### src/rtl/ram_sdp.sv
// ram_sdp -- simple dual-port RAM (one read port, one write port) with
// byte-lane write enables and a self-clearing sweep after reset.
//
// After reset the array is swept to all-zero, one address per edge, before
// any request is accepted. o_ready reports that the sweep has finished.
//
// Optional feature: define RAM_SDP_BYPASS_EN to make a same-address
// read/write collision return the merged (new-data) word. Without it the
// read returns the word stored before the write (read-first).
module ram_sdp #(
  parameter int WORD_SIZE    = 16,
  parameter int ADDR_WIDTH   = 5,
  parameter int READ_LATENCY = 1
) (
  input  logic                    i_CLK,
  input  logic                    i_RST,
  input  logic                    i_read_en,
  input  logic [ADDR_WIDTH-1:0]   i_read_addr,
  input  logic                    i_write_en,
  input  logic [ADDR_WIDTH-1:0]   i_write_addr,
  input  logic [WORD_SIZE/8-1:0]  i_write_be,
  input  logic [WORD_SIZE-1:0]    i_write_data,
  output logic [WORD_SIZE-1:0]    o_read_data,
  output logic                    o_read_valid,
  output logic                    o_ready
);

  localparam int MEM_SIZE  = 2 ** ADDR_WIDTH;
  localparam int NUM_LANES = WORD_SIZE / 8;

  // Reject word widths that cannot be split into whole byte lanes.
  if (((WORD_SIZE % 8) != 0) || (WORD_SIZE < 8)) begin : g_bad_word_size
    $error("ram_sdp: WORD_SIZE must be a non-zero multiple of 8");
  end

  // Only one- and two-stage read pipelines exist.
  if ((READ_LATENCY != 1) && (READ_LATENCY != 2)) begin : g_bad_latency
    $error("ram_sdp: READ_LATENCY must be 1 or 2");
  end

  typedef enum logic {
    CLEAR = 1'b0,
    READY = 1'b1
  } state_t;

  state_t                  state;
  logic [ADDR_WIDTH-1:0]   sweep_addr;
  logic [WORD_SIZE-1:0]    mem [MEM_SIZE];

  logic                    read_accept;
  logic                    write_accept;
  logic [WORD_SIZE-1:0]    read_word;

  logic                    stage_valid;
  logic [WORD_SIZE-1:0]    stage_data;

  // Requests are only honoured once the clear sweep has completed.
  assign read_accept  = i_read_en  && o_ready;
  assign write_accept = i_write_en && o_ready;

  // Sweep controller: walk every address once after reset, then stay ready.
  always_ff @(posedge i_CLK) begin
    if (i_RST) begin
      state      <= CLEAR;
      sweep_addr <= '0;
      o_ready    <= 1'b0;
    end else begin
      case (state)
        CLEAR: begin
          sweep_addr <= sweep_addr + 1'b1;
          if (&sweep_addr) begin
            state   <= READY;
            o_ready <= 1'b1;
          end
        end
        READY: begin
          state   <= READY;
          o_ready <= 1'b1;
        end
        default: begin
          state      <= CLEAR;
          sweep_addr <= '0;
          o_ready    <= 1'b0;
        end
      endcase
    end
  end

  // Array write port: zero fill during the sweep, byte-masked writes once ready.
  always_ff @(posedge i_CLK) begin
    if (!i_RST) begin
      if (state == CLEAR) begin
        mem[sweep_addr] <= '0;
      end else if (write_accept) begin
        for (int lane = 0; lane < NUM_LANES; lane++) begin
          if (i_write_be[lane]) begin
            mem[i_write_addr][lane*8 +: 8] <= i_write_data[lane*8 +: 8];
          end
        end
      end
    end
  end

  // Word sampled at acceptance; collision handling depends on the bypass build.
  always_comb begin
    read_word = mem[i_read_addr];
`ifdef RAM_SDP_BYPASS_EN
    if (write_accept && (i_write_addr == i_read_addr)) begin
      for (int lane = 0; lane < NUM_LANES; lane++) begin
        if (i_write_be[lane]) begin
          read_word[lane*8 +: 8] = i_write_data[lane*8 +: 8];
        end
      end
    end
`endif
  end

  if (READ_LATENCY == 2) begin : g_lat2
    logic                 s1_valid;
    logic [WORD_SIZE-1:0] s1_data;

    // First read stage: capture the sampled word so later writes cannot touch it.
    always_ff @(posedge i_CLK) begin
      if (i_RST) begin
        s1_valid <= 1'b0;
        s1_data  <= '0;
      end else begin
        s1_valid <= read_accept;
        if (read_accept) begin
          s1_data <= read_word;
        end
      end
    end

    assign stage_valid = s1_valid;
    assign stage_data  = s1_data;
  end else begin : g_lat1
    assign stage_valid = read_accept;
    assign stage_data  = read_word;
  end

  // Output register: pulse valid per completed read, hold data between reads.
  always_ff @(posedge i_CLK) begin
    if (i_RST) begin
      o_read_valid <= 1'b0;
      o_read_data  <= '0;
    end else begin
      o_read_valid <= stage_valid;
      if (stage_valid) begin
        o_read_data <= stage_data;
      end
    end
  end

endmodule

### config.mk
export PLATFORM = sky130hd
export DESIGN_NAME = ram_sdp
export DESIGN_NICKNAME = d
export VERILOG_FILES = /design/src/rtl/ram_sdp.sv
export SDC_FILE = /design/constraint.sdc
export NUM_CORES = 1
export LEC_CHECK = 0
export CAP_MARGIN = 0
export CORE_UTILIZATION = 60
export CTS_CLUSTER_DIAMETER = 150
export DETAILED_ROUTE_END_ITERATION = 16
export GPL_TIMING_DRIVEN = 0
export PLACE_DENSITY = 0.78
export SYNTH_ARGS = -nofsm -noshare
export SYNTH_HDL_FRONTEND = slang
export SYNTH_SLANG_ARGS = --single-unit
### constraint.sdc
create_clock -name i_CLK -period 5.3 [get_ports i_CLK]
set_clock_uncertainty 0.15 [all_clocks]
set_input_delay 1.06 -clock i_CLK [delete_from_list [all_inputs] [get_ports i_CLK]]
set_output_delay 1.06 -clock i_CLK [all_outputs]
set_load 0.02 [all_outputs]
==> impl_metrics.json, run 1 <==
{
  "initial_utilization_pct": 61.39,
  "synthMuxAreaShare_pct": 12.28,
  "core_um2": 34800,
  "cts.reportedPaths.clkPinSlew_ps": 60,
  "die_h_um": 190.7,
  "yosys.area_share.simple_pct": 3.836,
  "crit_required_ps": 5570,
  "dp.cells": 1771,
  "drt_iter0_drc": 1791,
  "htree_levels": 2,
  "fin_util_pct": 68.93,
  "critPathMaxFanout": 10,
  "yosysMostFrequentCell": "edfxtp_1",
  "reg2reg_depth": 7,
  "grt_max_degree": 33,
  "peakVddDrop_mv": 0.3205,
  "fin_crit_ps": 4188,
  "fmax_ghz": 0.2388,
  "antenna_cells": 0,
  "die_width_um": 190.7,
  "cts.sinks": 536,
  "status": "complete, no violations",
  "slew_violations": 0,
  "antenna_found_initial": 0,
  "hold_path_class": "flop to flop",
  "vias": 12310,
  "p_per_area_nw_per_um2": 350.1,
  "hpwl_um": 35290,
  "cts_hold_buf": 0,
  "port-buffer-count": 47,
  "synth.area.top_cells": "edfxtp_1 72%, mux2i_1 12%, a22oi_1 4.5%, dfxtp_1 2.2%, nor2_1 1.7%",
  "synth-xor-area-share_pct": 0.1230,
  "critPathArrivalTime_ps": 4460,
  "cp-endpoint": "o_read_data[15]",
  "rows": 68,
  "synth_cells": 1269,
  "r2r_end": "mem[3][5]",
  "synth_top_area_share_pct": 71.96,
  "endpoint_kind": "flop",
  "cts_tree": "built",
  "ys.flop_type": "edfxtp_1",
  "post-route-drc-count": 0,
  "cts_setup_buffers": 0,
  "slew_headroom_pct": 10.24,
  "numCtsBuffers": 50,
  "yosys.area_share.adder_pct": 0.1171,
  "synth_nets": 1303,
  "cellLeakagePower_nw": 7.420,
  "grt_overflow": 0,
  "tightest_slew_ps": 1346,
  "max-cap-violations": 0,
  "netlist_area_um2": 21360,
  "yosysWarningCount": 0,
  "root_buffer": "clkbuf_16",
  "ios": 50,
  "synth_top_family_by_area": "multiplexers",
  "r2r-start": "state",
  "place.gp.congestion": 0.9998,
  "clockBufferDepth": 3,
  "synth_compound_area_share_pct": 7.250,
  "synthArstFlopShare_pct": 0,
  "grt_use_total_pct": 31.03,
  "critPathLaunch": "i_read_addr[2]",
  "area.growth.synth_to_final_pct": 12.28,
  "stdcell_count": 1864,
  "r2r_slack_ps": 1790,
  "grt_pass1_vias": 12080,
  "die_area_um2": 36370,
  "yosysTopAreaCell": "edfxtp_1",
  "min_period_over_period_pct": 79.02,
  "final-setup-viol-count": 0,
  "nets": 1403,
  "worstSetupPathType": "input pin to flop",
  "wl_um": 55350,
  "rsz0062_at_grt": "no",
  "avgSynthCellArea_um2": 16.84,
  "worst_skew_pair.late_latency_ps": 580,
  "ys_types": 36,
  "synth_edf_count": 512,
  "via_per_inst": 6.605,
  "grt_pass1_wl_um": 77940,
  "drt-wirelength-per-cell_um": 29.70,
  "ctsResizeCount": 0,
  "ant_nets": 0,
  "ys_seq_elements": 536,
  "startpoint_type": "input pin",
  "drt-pass1-iter-count": 7,
  "ys_top_cells_by_count": "512 x edfxtp_1, 261 x mux2i_1, 128 x a22oi_1",
  "final-hold-violation-count": 0,
  "ys_seq_area_share_pct": 74.21,
  "drive_gt1_share_pct": 8.233,
  "tns_ps": 0
}
-- power breakdown --
group          leakage (nW)  switching [mW]  internal (mW)
combinational          2.54           0.252          0.118
sequential             4.11         0.00906           4.60
clock                 0.764            1.49           1.93
total                  7.42            1.75           6.65
-- critical path, stage by stage --
cell             delay, ps
clkdlybuf4s50_1        550
and2_1                 150
clkbuf_1               860
buf_1                  860
a22oi_1                170
a21oi_1                400
or4_1                  310
a211oi_2               100
-- sequential cells by signal, summed over array words and instances (netlist names) --
name / flops
state: 1
mem: 512
o_read_valid: 1
o_read_data: 16
o_ready: 1
sweep_addr: 5
-- cell type report --
| cell class | instances | area (um^2) |
|---|---|---|
| Buffer | 77 | 457.9 |
| Clock buffer | 71 | 1444 |
| Clock inverter | 21 | 112.6 |
| Fill cell | 2214 | 10810 |
| Inverter | 2 | 7.507 |
| Multi-Input combinational cell | 654 | 5044 |
| Sequential cell | 536 | 15860 |
| Tap cell | 455 | 569.3 |
| Timing Repair Buffer | 48 | 498.0 |
-- through the flow --
| stage | hold WS, ps | total power, mW | worst slack [ps] | instance area [um^2] |
|---|---|---|---|---|
| finish | 373.0 | 8.398 | 1112 | 23990 |
| global route | 410.1 | 8.564 | 1203 | 23990 |
| CTS | 380.5 | 8.366 | 1351 | 23960 |
| detailed placement | 361.8 | 5.053 | 786.9 | 22400 |
| global placement | 351.6 | 5.045 | 898.0 | 22400 |
| floorplan | 405.4 | 4.902 | 1997 | 21360 |
-- cells by family after synthesis --
logic type	count (synthesis)
compound gates	219
xor+xnor	3
fa+ha+maj	2
buf+inv	79
flops	536
mux	262
simple gates	168
-- cells in the final DEF, fill, tap and decap left out, drive strengths merged --
cell           count
a211oi            16
a21oi             69
a22oi            128
a31oi              4
a41oi              2
and2              18
and3               1
buf               40
bufinv             1
clkbuf           109
clkdlybuf4s50     47
clkinv            20
dfxtp             24
edfxtp           512
ha                 2
inv                2
mux2               1
mux2i            261
nand2             13
nand2b             6
nand3              2
nand4b             2
nor2              95
nor2b              5
nor3               2
nor3b              1
nor4               1
nor4b              3
nor4bb             2
or2                1
or4               16
xnor2              1
xor2               2
-- worst min path at each step --
stage | from | end | slack [ps] | cells after the start
detailed placement | o_ready | o_ready | 360 | 2
floorplan | sweep_addr[1] | sweep_addr[1] | 410 | 2
CTS | o_ready | o_ready | 380 | 2
global route | o_read_data[12] | o_read_data[12] | 410 | 2
global placement | o_ready | o_ready | 350 | 2
finish | o_ready | o_ready | 370 | 2
-- layer usage --
| layer | global-route usage (%) | up-vias | share of wire (%) |
|---|---|---|---|
| li1 | - | 5215 | - |
| met1 | 39.83 | 6112 | 35 |
| met2 | 50.46 | 821 | 48 |
| met3 | 9.036 | 162 | 13 |
| met4 | 10.86 | 2 | 3.5 |
| met5 | 1.511 | - | 0.13 |
(Power assumes the default switching activity.)
==> inputs of run 2 (changes only) <==
- CORE_UTILIZATION: 60 -> 56
- PLACE_DENSITY: 0.78 -> 0.76
- clock period: 5.3 -> 3.4 ns (I/O delays scaled with it)
==> impl_metrics.json, run 2 (synthesized netlist as in run 1, its figures left out) <==
{
  "crit_required_ps": 3660,
  "grt_use_total_pct": 28.73,
  "largest_register": "mem",
  "via_per_inst": 6.369,
  "tns_ps": -20.70,
  "critPathArrivalTime_ps": 3680,
  "met1_usage_pct": 38.69,
  "tightest_slew_ps": 1412,
  "final-hold-violation-count": 0,
  "p_clk_share_pct": 40.6,
  "ff_latch_area_um2": 15860,
  "slew_violations": 0,
  "min_period_over_period_pct": 100.6,
  "critPathMaxFanout": 11,
  "layout_common_cells": "512 x edfxtp_1, 261 x mux2i_1, 128 x a22oi_1",
  "place_ws_ps": -680.9,
  "drive_gt1_share_pct": 12.25,
  "r2r_slack_ps": 190,
  "critPathLaunch": "i_read_addr[2]",
  "core_um2": 37580,
  "fill_cells": 2574,
  "cts_tree": "built",
  "p_total_mw": 13.08,
  "r2r-start": "state",
  "cts.reportedPaths.clkPinSlew_ps": 60,
  "nets": 1404,
  "sw_frac_of_total_pct": 20.74,
  "ant_nets": 0,
  "reg_top3": "mem (512), o_read_data (16), sweep_addr (5)",
  "startpoint_type": "input pin",
  "vias": 12250,
  "placed_area_um2": 22470,
  "hpwl_um": 34990,
  "fmax_ghz": 0.2923,
  "grt_overflow": 0,
  "drt-wirelength-per-cell_um": 28.92,
  "largest_register_ffs": 512,
  "multi_input_area_um2": 5171,
  "root_buffer": "clkbuf_16",
  "p_per_area_nw_per_um2": 541.0,
  "power.internal_mw": 10.37,
  "ios": 50,
  "fin_ws_ps": -20.70,
  "switchingPower_mw": 2.713,
  "place.gp.congestion": 1.015,
  "port-buffer-count": 47,
  "rsz0062_at_grt": "no",
  "endpoint_kind": "flop",
  "grt_busiest_layer": "met2",
  "area.growth.synth_to_final_pct": 13.15,
  "worstSetupPathType": "input pin to flop",
  "antenna_found_initial": 1,
  "die_area_um2": 38940,
  "final-setup-viol-count": 1,
  "grt_pass1_wl_um": 76730,
  "p_seq_share_pct": 54.9,
  "slew_headroom_pct": 5.447,
  "grt_max_degree": 33,
  "hold_path_class": "flop to flop",
  "grt_pass1_vias": 11720,
  "cellLeakagePower_nw": 7.428,
  "status": "finished with violations",
  "die_h_um": 197.3,
  "hold_start": "o_ready",
  "drt_iter0_drc": 1530,
  "die_width_um": 197.3,
  "comb_power_share_pct": 4.5,
  "layout_commonest_cell": "edfxtp_1",
  "use_met3_pct": 8.503,
  "cts.sinks": 536,
  "numCtsBuffers": 50,
  "peakVddDrop_mv": 0.3549,
  "fin_crit_ps": 3421,
  "wl_um": 55650,
  "initial_utilization_pct": 56.85,
  "rows": 71,
  "drt-pass1-iter-count": 6,
  "post-route-drc-count": 0,
  "htree_levels": 2,
  "met2_usage_pct": 44.54,
  "clockBufferDepth": 3,
  "cts_hold_buf": 0,
  "worst_skew_pair.late_latency_ps": 580,
  "stdcell_area_um2": 24170,
  "failed_checks": "negative setup slack",
  "max-cap-violations": 0
}
[run 2: power groups by stage]
stage	registers [mW]	logic, mW	clock network (mW)
after global routing	7.18	0.592	5.56
final	7.19	0.585	5.31
after floorplan	7.32	0.321	0
after global placement	7.32	0.547	0
after detailed placement	7.33	0.553	0
after CTS	7.19	0.555	5.30
[run 2: metal layers]
layer	routed length, um	vias to the layer above	share of wire, %
li1	-	5222	-
met1	21340	6140	38
met2	25980	765	47
met5	0	-	0
met3	6536	127	12
met4	1788	0	3.2
[run 2: worst max-delay path, cell delays in order]
cell and delay [ps]:
clkdlybuf4s50_1 550, and2_1 780, buf_1 790, a22oi_1 210, a21oi_1 360, or4_1 220
a211oi_2 80
[run 2: metrics by stage]
stage | hold slack (ps) | util [%] | cells
2_1_floorplan | 405.4 | - | 1269
3_3_place_gp | 351.7 | 59.81 | 1827
3_5_place_dp | 352.1 | 59.81 | 1827
4_1_cts | 371.4 | 63.95 | 1921
5_1_grt | 411.2 | 64.33 | 1923
6_report | 377.3 | 64.33 | 1924
[run 2: final timing paths]
path	end	cells after the start
worst max-delay path	o_read_data[9]	7
worst min-delay path	o_ready	2
worst max register to register	mem[25][2]	7
worst min register to register	o_ready	2
[run 2: cell type report]
class,instances,share of cell area [%]
clock buffer,88,6.278
tap,511,2.645
sequential,536,65.59
antenna,1,0.01035
timing repair buffer,50,2.039
inverter,2,0.03105
multi-input combinational,654,21.39
clock inverter,6,0.1242
buffer,76,1.894
[run 2: repair_timing]
item,4_1_cts,5_1_grt
setup buffers,0,3
hold endpoints to repair,0,0
pin swaps,0,5
resized for setup,8,50
endpoints found under the setup margin,179,540
